`src/rtl/mem_pkg.sv`:
```
`default_nettype none
// =====================================================================
// mem_pkg : size codes, FSM encoding and byte-enable constants
// Rev 1.0
// =====================================================================
package mem_pkg;

  // Access size codes; 2'b11 is handled as a word everywhere
  localparam logic [1:0] SZ_BYTE = 2'b00;
  localparam logic [1:0] SZ_HALF = 2'b01;
  localparam logic [1:0] SZ_WORD = 2'b10;

  localparam logic [1:0] ST_IDLE = 2'd0;
  localparam logic [1:0] ST_BUSY = 2'd1;
  localparam logic [1:0] ST_DONE = 2'd2;

  localparam logic [3:0] BE_WORD = 4'hF;

endpackage
`default_nettype wire

```
`src/rtl/mem_align.sv`:
```
`default_nettype none
// =====================================================================
// mem_align : combinational lane steering (byte enables, store
//             replication, load extraction/extension, misalign flag)
// Rev 1.0
// =====================================================================
module mem_align
  import mem_pkg::*;
(
  input  logic [1:0]  i_size,
  input  logic        i_unsigned,
  input  logic [1:0]  i_addr_lo,
  input  logic [31:0] i_wdata,
  input  logic [31:0] i_rdata,
  output logic [3:0]  o_be,
  output logic [31:0] o_wdata_rep,
  output logic [31:0] o_rdata_ext,
  output logic        o_misalign
);

  logic [7:0]  w_byte;
  logic [15:0] w_half;

  always_comb begin
    case (i_addr_lo)
      2'd0:    w_byte = i_rdata[7:0];
      2'd1:    w_byte = i_rdata[15:8];
      2'd2:    w_byte = i_rdata[23:16];
      default: w_byte = i_rdata[31:24];
    endcase
    w_half = i_addr_lo[1] ? i_rdata[31:16] : i_rdata[15:0];
  end

  always_comb begin
    o_be        = BE_WORD;
    o_wdata_rep = i_wdata;
    o_rdata_ext = i_rdata;
    o_misalign  = (i_addr_lo != 2'b00);
    case (i_size)
      SZ_BYTE: begin
        o_be        = 4'b0001 << i_addr_lo;
        o_wdata_rep = {4{i_wdata[7:0]}};
        o_rdata_ext = {{24{w_byte[7] & ~i_unsigned}}, w_byte};
        o_misalign  = 1'b0;
      end
      SZ_HALF: begin
        // addr[0] is dropped here; only the trap logic looks at it
        o_be        = i_addr_lo[1] ? 4'b1100 : 4'b0011;
        o_wdata_rep = {2{i_wdata[15:0]}};
        o_rdata_ext = {{16{w_half[15] & ~i_unsigned}}, w_half};
        o_misalign  = i_addr_lo[0];
      end
      default: ;
    endcase
  end

endmodule
`default_nettype wire

```
`src/rtl/mem_access_unit.sv`:
```
`default_nettype none
// =====================================================================
// mem_access_unit : MEM-stage data-memory req/ack engine with stall.
// Optional misaligned-access trap: MEM_ACCESS_UNIT_MISALIGN_TRAP_EN
// Rev 1.0
// =====================================================================
module mem_access_unit
  import mem_pkg::*;
#(
  parameter int ADDR_W = 32
) (
  input  logic              clk,
  input  logic              rst,
  input  logic              mem_read_i,
  input  logic              mem_write_i,
  input  logic [1:0]        size_i,
  input  logic              unsigned_i,
  input  logic [ADDR_W-1:0] addr_i,
  input  logic [31:0]       wdata_i,
  output logic [31:0]       md_o,
  output logic              stall_o,
  output logic              misalign_o,
  output logic              dmem_req_o,
  output logic              dmem_we_o,
  output logic [ADDR_W-1:0] dmem_addr_o,
  output logic [3:0]        dmem_be_o,
  output logic [31:0]       dmem_wdata_o,
  input  logic              dmem_ack_i,
  input  logic [31:0]       dmem_rdata_i
);

`ifdef MEM_ACCESS_UNIT_MISALIGN_TRAP_EN
  localparam bit c_TRAP_EN = 1'b1;
`else
  localparam bit c_TRAP_EN = 1'b0;
`endif

  logic [1:0]        r_state;
  logic [31:0]       r_md;
  logic              r_misalign;
  logic              r_req;
  logic              r_we;
  logic [ADDR_W-1:0] r_addr;
  logic [3:0]        r_be;
  logic [31:0]       r_wdata;

  logic              w_access;
  logic              w_trap;
  logic [3:0]        w_be;
  logic [31:0]       w_wdata_rep;
  logic [31:0]       w_rdata_ext;
  logic              w_misalign;

  mem_align u_align (
    .i_size      (size_i),
    .i_unsigned  (unsigned_i),
    .i_addr_lo   (addr_i[1:0]),
    .i_wdata     (wdata_i),
    .i_rdata     (dmem_rdata_i),
    .o_be        (w_be),
    .o_wdata_rep (w_wdata_rep),
    .o_rdata_ext (w_rdata_ext),
    .o_misalign  (w_misalign)
  );

  assign w_access = mem_read_i | mem_write_i;
  assign w_trap   = c_TRAP_EN & w_misalign;
  // DONE is the single cycle in which the pipeline is released
  assign stall_o  = w_access & (r_state != ST_DONE);

  always_ff @(posedge clk) begin
    if (!rst) begin
      r_state    <= ST_IDLE;
      r_md       <= 32'h0;
      r_misalign <= 1'b0;
      r_req      <= 1'b0;
      r_we       <= 1'b0;
      r_addr     <= '0;
      r_be       <= 4'h0;
      r_wdata    <= 32'h0;
    end else begin
      case (r_state)
        ST_IDLE: begin
          if (w_access) begin
            if (w_trap) begin
              r_misalign <= 1'b1;
              if (!mem_write_i) r_md <= 32'h0;
              r_state    <= ST_DONE;
            end else begin
              r_req   <= 1'b1;
              r_we    <= mem_write_i;
              r_addr  <= {addr_i[ADDR_W-1:2], 2'b00};
              r_be    <= w_be;
              r_wdata <= w_wdata_rep;
              r_state <= ST_BUSY;
            end
          end
        end
        ST_BUSY: begin
          // Inputs are frozen by stall_o, so they still describe this access
          if (dmem_ack_i) begin
            r_req   <= 1'b0;
            if (!mem_write_i) r_md <= w_rdata_ext;
            r_state <= ST_DONE;
          end
        end
        ST_DONE: begin
          r_misalign <= 1'b0;
          r_state    <= ST_IDLE;
        end
        default: r_state <= ST_IDLE;
      endcase
    end
  end

  assign md_o         = r_md;
  assign misalign_o   = c_TRAP_EN & r_misalign;
  assign dmem_req_o   = r_req;
  assign dmem_we_o    = r_we;
  assign dmem_addr_o  = r_addr;
  assign dmem_be_o    = r_be;
  assign dmem_wdata_o = r_wdata;

endmodule
`default_nettype wire

```
`config.mk`:
```
export PLATFORM = sky130hd
export DESIGN_NAME = mem_access_unit
export DESIGN_NICKNAME = d
export VERILOG_FILES = /design/src/rtl/mem_pkg.sv /design/src/rtl/mem_align.sv /design/src/rtl/mem_access_unit.sv
export SDC_FILE = /design/constraint.sdc
export NUM_CORES = 1
export LEC_CHECK = 0
export BUFFER_PORTS_ARGS = -buffer_cell sky130_fd_sc_hd__buf_4
export CAP_MARGIN = 20
export CORE_MARGIN = 4
export CORE_UTILIZATION = 50
export DETAILED_ROUTE_END_ITERATION = 10
export GPL_TIMING_DRIVEN = 0
export PLACE_DENSITY = 0.86
export SETUP_SLACK_MARGIN = 0.05
export SLEW_MARGIN = 20
export SYNTH_ARGS = -nofsm -noshare
export SYNTH_HDL_FRONTEND = slang
export SYNTH_SLANG_ARGS = --single-unit
```
`constraint.sdc`:
```
create_clock -name clk -period 2 [get_ports clk]
set_clock_uncertainty 0.05 [all_clocks]
set_input_delay 0.2 -clock clk [delete_from_list [all_inputs] [get_ports clk]]
set_output_delay 0.2 -clock clk [all_outputs]
set_load 0.01 [all_outputs]
```
==> results by group, run 1 <==
Floorplanning
  • I/O pin count: 208
  • Die Height: roughly 100 um
  • Initial Util: 0.519
  • Number of core rows: 33
  • Core area: roughly 8300 um^2
  • Chip width: a little over 100 um
  • Die ar.: 10200 um^2

Synth
  • Seq/Total Area, Yosys: 0.472
  • Yosys cell types: 37
  • Post-synthesis cell count: roughly 530
  • Synth area leaders: dfxtp_1, nand2_1, a21oi_1
  • Cell Area, Synth: roughly 4300 um^2
  • Synth Warn #: 0
  • Syn_area_per_cell: 8.19 um^2
  • Top cell type's share of synthesized area: 0.472
  • Seq cells post-synth: approximately 100
  • Post-synth top area cell: dfxtp_1

GRT
  • Largest net degree at the start of global routing: 17
  • Initial antenna violation count: 1
  • GRT Overall Usage: 0.282
  • Via count of the first global-routing pass: roughly 4600
  • GR Overflow Total: 0
  • Global-route wire length before repair: 22900 um

Worst setup path
  • Setup crit start: r_state[0]
  • Critical Path End: md_o[20]
  • WP data required: ~2.3 ns
  • Worst R2R Setup Slack: 0.34 ns
  • WP data arrival: 1.91 ns
  • Critical Path Start Type: flip-flop
  • Crit-path max FO: 10
  • RR Startpoint: r_state[0]
  • Crit Path Class: flip-flop to flip-flop
  • Crit end category: flip-flop
  • Reg-to-reg endpoint: md_o[20]
  • Reg2Reg Depth: 5

Layout
  • Share of cells above drive strength 1: 0.347
  • Register area: approximately 2000 um^2
  • Syn-to-layout area delta: 43.7%
  • Commonest non-fill, non-tap cells in the layout: buf_4, nand2_1, dfxtp_1
  • Multi-input logic area: between 2000 and 2500 um^2
  • Design area: roughly 6200 um^2
  • Fillers: ~600
  • Most common cell after layout, fill and taps aside: buf_4
  • # nets final: about 850
  • Diode count: 0

Power
  • Sequential power share: 0.468
  • P_leak: roughly 0.0029 uW
  • PD cells: roughly 800 nW/um^2
  • Clock power frac: 0.306
  • Internal power: 3480 uW
  • Switching part of the total: 0.285
  • Sw power: around 1400 uW
  • Max rail drop VDD: about 370 uV
  • Comb power frac: 0.226

Flow run
  • Max-cap violation count: 0

Drt
  • WL final: about 15000 um
  • Wirelength per Cell: between 15 and 20 um
  • Vias: about 4700
  • Residual DRC count: 0
  • DR pass1 iterations: 5
  • Via density: about 5.5
  • Drt initial violations: between 200 and 250
  • ANT nets after route: 0

Clocking
  • Resize count post-CTS: 0
  • Clk pin slew, worst setup/hold paths: roughly 0.1 ns
  • Longest Clk Path Bufs: 2
  • Num CTS Buffers: 9
  • CTS sink count: around 100
  • Latest clock arrival within the worst-skew pair: 0.36 ns
  • CTS Root Cell: clkbuf_8
  • H-tree lvl count: 3
  • CTS tree: yes
  • # hold bufs at CTS: 0
  • Post CTS Setup Buffer Count: 0

Timing
  • # setup viols final: 0
  • Pins Over Slew Limit: 0
  • Final hold vios: 0
  • Worst-Margin Slew: between 0.7 and 0.8 ns
  • RSZ-0062 raised after global routing: no
  • Final setup TNS: 0 ns
  • Fin crit period: between 1.5 and 2 ns
  • Slew margin rel.: 0.490
  • Fmax: between 600 and 700 MHz
  • Final period util: 0.830

Worst hold path
  • Hold crit path type: input pin to flip-flop

Place
  • Buffers on Ports: approximately 200
  • RD Place Congestion: roughly 0.9
  • Placement Cell Area: ~6000 um^2
  • Dpl hpwl: between 10000 and 15000 um

Outcome
  • Status: finished clean
-- power by group through the flow --
| stage | Combinational [uW] | Clock (uW) | Sequential (uW) |
|---|---|---|---|
| after detailed placement | 1100 | 0 | 2330 |
| after global placement | 1070 | 0 | 2320 |
| after floorplan | 455 | 0 | 2390 |
| after CTS | 1100 | 1490 | 2280 |
| final | 1100 | 1490 | 2280 |
| after global routing | 1200 | 1560 | 2300 |
-- area by class of cell --
| cell class | instances | area share |
|---|---|---|
| Multi-Input combinational cell | 379 | 0.330 |
| Clock inverter | 5 | 0.0127 |
| Tap cell | 105 | 0.0211 |
| Clock buffer | 11 | 0.0243 |
| Timing Repair Buffer | 203 | 0.245 |
| Inverter | 6 | 0.00362 |
| Sequential cell | 102 | 0.328 |
| Buffer | 44 | 0.0352 |
-- through the flow --
step / total power [uW] / hold WS (ns) / utilization / worst slack, ns / cells
after floorplan: 2840 / 0.284 / - / 0.650 / 531
after global placement: 3390 / 0.393 / 0.719 / 0.390 / 839
after detailed placement: 3420 / 0.399 / 0.719 / 0.369 / 839
after CTS: 4870 / 0.0245 / 0.746 / 0.349 / 855
after global routing: 5070 / 0.0301 / 0.746 / 0.156 / 855
final: 4870 / 0.0288 / 0.746 / 0.341 / 855
-- synthesized netlist by cell type (all sizes together) --
cell type	instances
nand2	128
and4bb	1
o21ai	55
dfxtp	102
nor3	5
a21o	1
inv	5
clkinv	1
a311oi	8
o21a	2
or3b	1
a22oi	8
nor2	35
nand3	1
a31oi	2
buf	23
a21oi	79
nand4bb	1
a211o	2
nand3b	1
a211oi	9
mux2i	25
clkbuf	21
mux4	1
nor2b	2
conb	1
o31ai	2
a221oi	7
-- logic make-up (layout without fill, tap and decap cells) --
logic type	count (synthesis)	after routing	share of synthesized area
DFF	102	102	0.472
other	1	3	0.000866
buffers and inverters	50	269	0.0558
muxes	26	26	0.0630
and+or+nand+nor	175	175	0.166
AOI/OAI and AO/OA	175	175	0.243
-- worst max-delay path, cell delays in order, from the launching register on --
cell,delay (ns)
dfxtp_1,0.43
and4bb_1,0.34
buf_2,0.25
buf_2,0.25
o21ai_0,0.14
a21oi_2,0.14
-- layer usage --
metal | part of all wire | up-vias | routed length [um] | GRT usage
met2 | 0.47 | 267 | 6980 | 0.472
met4 | 0.040 | 2 | 590 | 0.141
li1 | - | 2256 | - | -
met5 | 0.00047 | - | 7 | 0
met1 | 0.37 | 2142 | 5550 | 0.328
met3 | 0.11 | 46 | 1680 | 0.0782
-- how the worst min path moves through the flow --
stage	from	end	cells after the start
6_report	addr_i[4]	dmem_addr_o[4]	3
5_1_grt	addr_i[3]	dmem_addr_o[3]	3
4_1_cts	addr_i[4]	dmem_addr_o[4]	3
3_5_place_dp	dmem_req_o	dmem_req_o	2
3_3_place_gp	dmem_req_o	dmem_req_o	2
2_1_floorplan	dmem_rdata_i[29]	md_o[29]	2
-- flip-flops by register name, summed over array words and instances, names as in the netlist --
signal / count
dmem_wdata_o: 32
md_o: 32
dmem_addr_o: 30
dmem_be_o: 4
r_state: 2
dmem_req_o: 1
dmem_we_o: 1
Note: power is estimated with default switching activity, not from simulation.
==> run 2: changes to the inputs <==
- CORE_UTILIZATION: 50 -> 42
- PLACE_DENSITY: 0.86 -> 0.77
- clock period: 2 -> 1.5 ns (I/O delays scaled with it)
==> run 2 against run 1 <==
Cell count grew 8.7%. Routed wire length is 13% higher. Critical path depth unchanged. Combinational power grew 49%. Critical endpoint is now md_o[15]. Total power grew 34%.
==> results by group, run 2 (synthesis results as in run 1) <==
Power
  • Comb power frac: 0.251
  • Power Total: between 6000 and 7000 uW
  • Max rail drop VDD: between 400 and 500 uV
  • PD cells: around 960 nW/um^2
  • Sw power: between 1500 and 2000 uW
  • Sequential power share: 0.466
  • Internal power: approximately 4600 uW
  • P_leak: ~0.0031 uW
  • Switching part of the total: 0.291
  • Clock power frac: 0.283

Timing
  • Fmax: between 700 and 800 MHz
  • RSZ-0062 raised after global routing: yes
  • Final WS setup: between 0.08 and 0.09 ns
  • # setup viols final: 0
  • Worst-Margin Slew: 0.700 ns
  • Final hold vios: 0
  • Final period util: 0.941
  • Pins Over Slew Limit: 0
  • Slew margin rel.: 0.530
  • Fin crit period: 1.41 ns

GRT
  • Via count of the first global-routing pass: just under 5000
  • Largest net degree at the start of global routing: 16
  • GR Overflow Total: 0
  • Initial antenna violation count: 0
  • Global-route wire length before repair: between 20000 and 25000 um
  • GRT Overall Usage: 0.270

Drt
  • Wirelength per Cell: roughly 18 um
  • Residual DRC count: 0
  • DR pass1 iterations: 5
  • Via density: roughly 5.3
  • Vias: about 4900
  • Drt initial violations: slightly below 400
  • WL final: ~17000 um
  • ANT nets after route: 0

Clocking
  • Longest Clk Path Bufs: 2
  • H-tree lvl count: 3
  • Num CTS Buffers: 9
  • Clk pin slew, worst setup/hold paths: ~0.10 ns
  • CTS sink count: roughly 100
  • CTS Root Cell: clkbuf_8
  • Latest clock arrival within the worst-skew pair: ~0.36 ns
  • CTS tree: yes

Floorplanning
  • Initial Util: 0.437
  • Number of core rows: 36
  • Die Height: between 100 and 150 um
  • Die ar.: 12000 um^2
  • Chip width: approximately 110 um
  • I/O pin count: about 210
  • Core area: slightly below 10000 um^2

Worst setup path
  • Crit Path Class: flip-flop to flip-flop
  • Critical Path Start Type: flip-flop
  • Crit-path max FO: 7
  • Crit end category: flip-flop
  • WP data arrival: 1.65 ns
  • Worst R2R Setup Slack: 0.09 ns
  • WP data required: about 1.7 ns

Layout
  • Syn-to-layout area delta: 56.3%
  • Commonest non-fill, non-tap cells in the layout: buf_4, nand2_1, dfxtp_1
  • # nets final: 896
  • Most common cell after layout, fill and taps aside: buf_4
  • Share of cells above drive strength 1: 0.342
  • Fillers: 835
  • Diode count: 0
  • Design area: between 6000 and 7000 um^2
  • Post-route insts no fill: approximately 930

Place
  • DP Worst Slack: -0.136 ns
  • Placement Cell Area: about 6000 um^2
  • Dpl hpwl: 12400 um
  • Placed cells: between 800 and 900
  • Buffers on Ports: around 200
  • RD Place Congestion: 0.893

Outcome
  • Status: finished clean

Flow run
  • Max-cap violation count: 0

Worst hold path
  • Hold crit path type: input pin to flip-flop
[run 2: cell count changes in the layout (fill, tap and decap cells not counted), moves of 2 or more]
cell	previous run	this run
buf_2	18	9
dfxtp_4	0	2
dlygate4sd3_1	0	43
buf_4	207	215
clkinv_2	2	0
clkbuf_4	0	3
dfxtp_1	102	100
clkbuf_2	0	4
clkbuf_1	21	17
buf_6	0	2
[run 2: per-layer routing]
metal / global-route usage / wire length [um] / part of all wire / vias up
li1: - / - / - / 2352
met1: 0.312 / 6510 / 0.39 / 2277
met2: 0.470 / 8230 / 0.49 / 236
met3: 0.0846 / 1690 / 0.10 / 26
met4: 0.0962 / 273 / 0.016 / 0
met5: 0 / 0 / 0 / -
[run 2: critical path, cell delays in order (launching register included)]
cell and delay [ns]:
dfxtp_4 0.38, and4bb_2 0.33, buf_4 0.13, o31ai_1 0.06, a211o_1 0.27, o21ai_1 0.12
[run 2: area by class of cell]
type | instances | area [um^2] | area share
Inverter | 6 | 22.5 | 0.00333
Timing Repair Buffer | 250 | 2000 | 0.295
Multi-Input combinational cell | 379 | 2070 | 0.305
Clock inverter | 2 | 38.8 | 0.00573
Tap cell | 133 | 166 | 0.0246
Clock buffer | 13 | 169 | 0.0250
Buffer | 44 | 258 | 0.0381
Sequential cell | 102 | 2050 | 0.303
[run 2: power groups by stage]
stage                     Combinational, uW  Sequential (uW)  Clock (uW)
after floorplan                         606             3180           0
after global placement                 1460             3090           0
after detailed placement               1490             3100           0
after CTS                              1600             3040        1860
after global routing                   1770             3070        1970
final                                  1640             3040        1840
[run 2: repair_timing]
action / in CTS / in global routing
hold buffers: 43 / 0
endpoints found under the setup margin: 81 / 75
buffers inserted: 1 / 3
pin swaps: 1 / 2
gates resized for setup: 13 / 16
endpoints found under the hold margin: 43 / 0
[run 2: worst paths after layout]
check | end | start | cells after the start
worst max-delay path | md_o[15] | r_state[1] | 5
worst min register to register | dmem_addr_o[8] | dmem_addr_o[8] | 2
worst min-delay path | dmem_wdata_o[5] | wdata_i[5] | 3
worst max register to register | md_o[15] | r_state[1] | 5
[run 2: metrics by stage]
stage                     hold WS [ns]  TNS [ns]   util
after floorplan                  0.234         0      -
after global placement           0.347     -2.56  0.608
after detailed placement         0.361     -3.72  0.608
after CTS                      0.00189         0  0.676
after global routing           0.00597         0  0.683
final                           0.0172         0  0.683
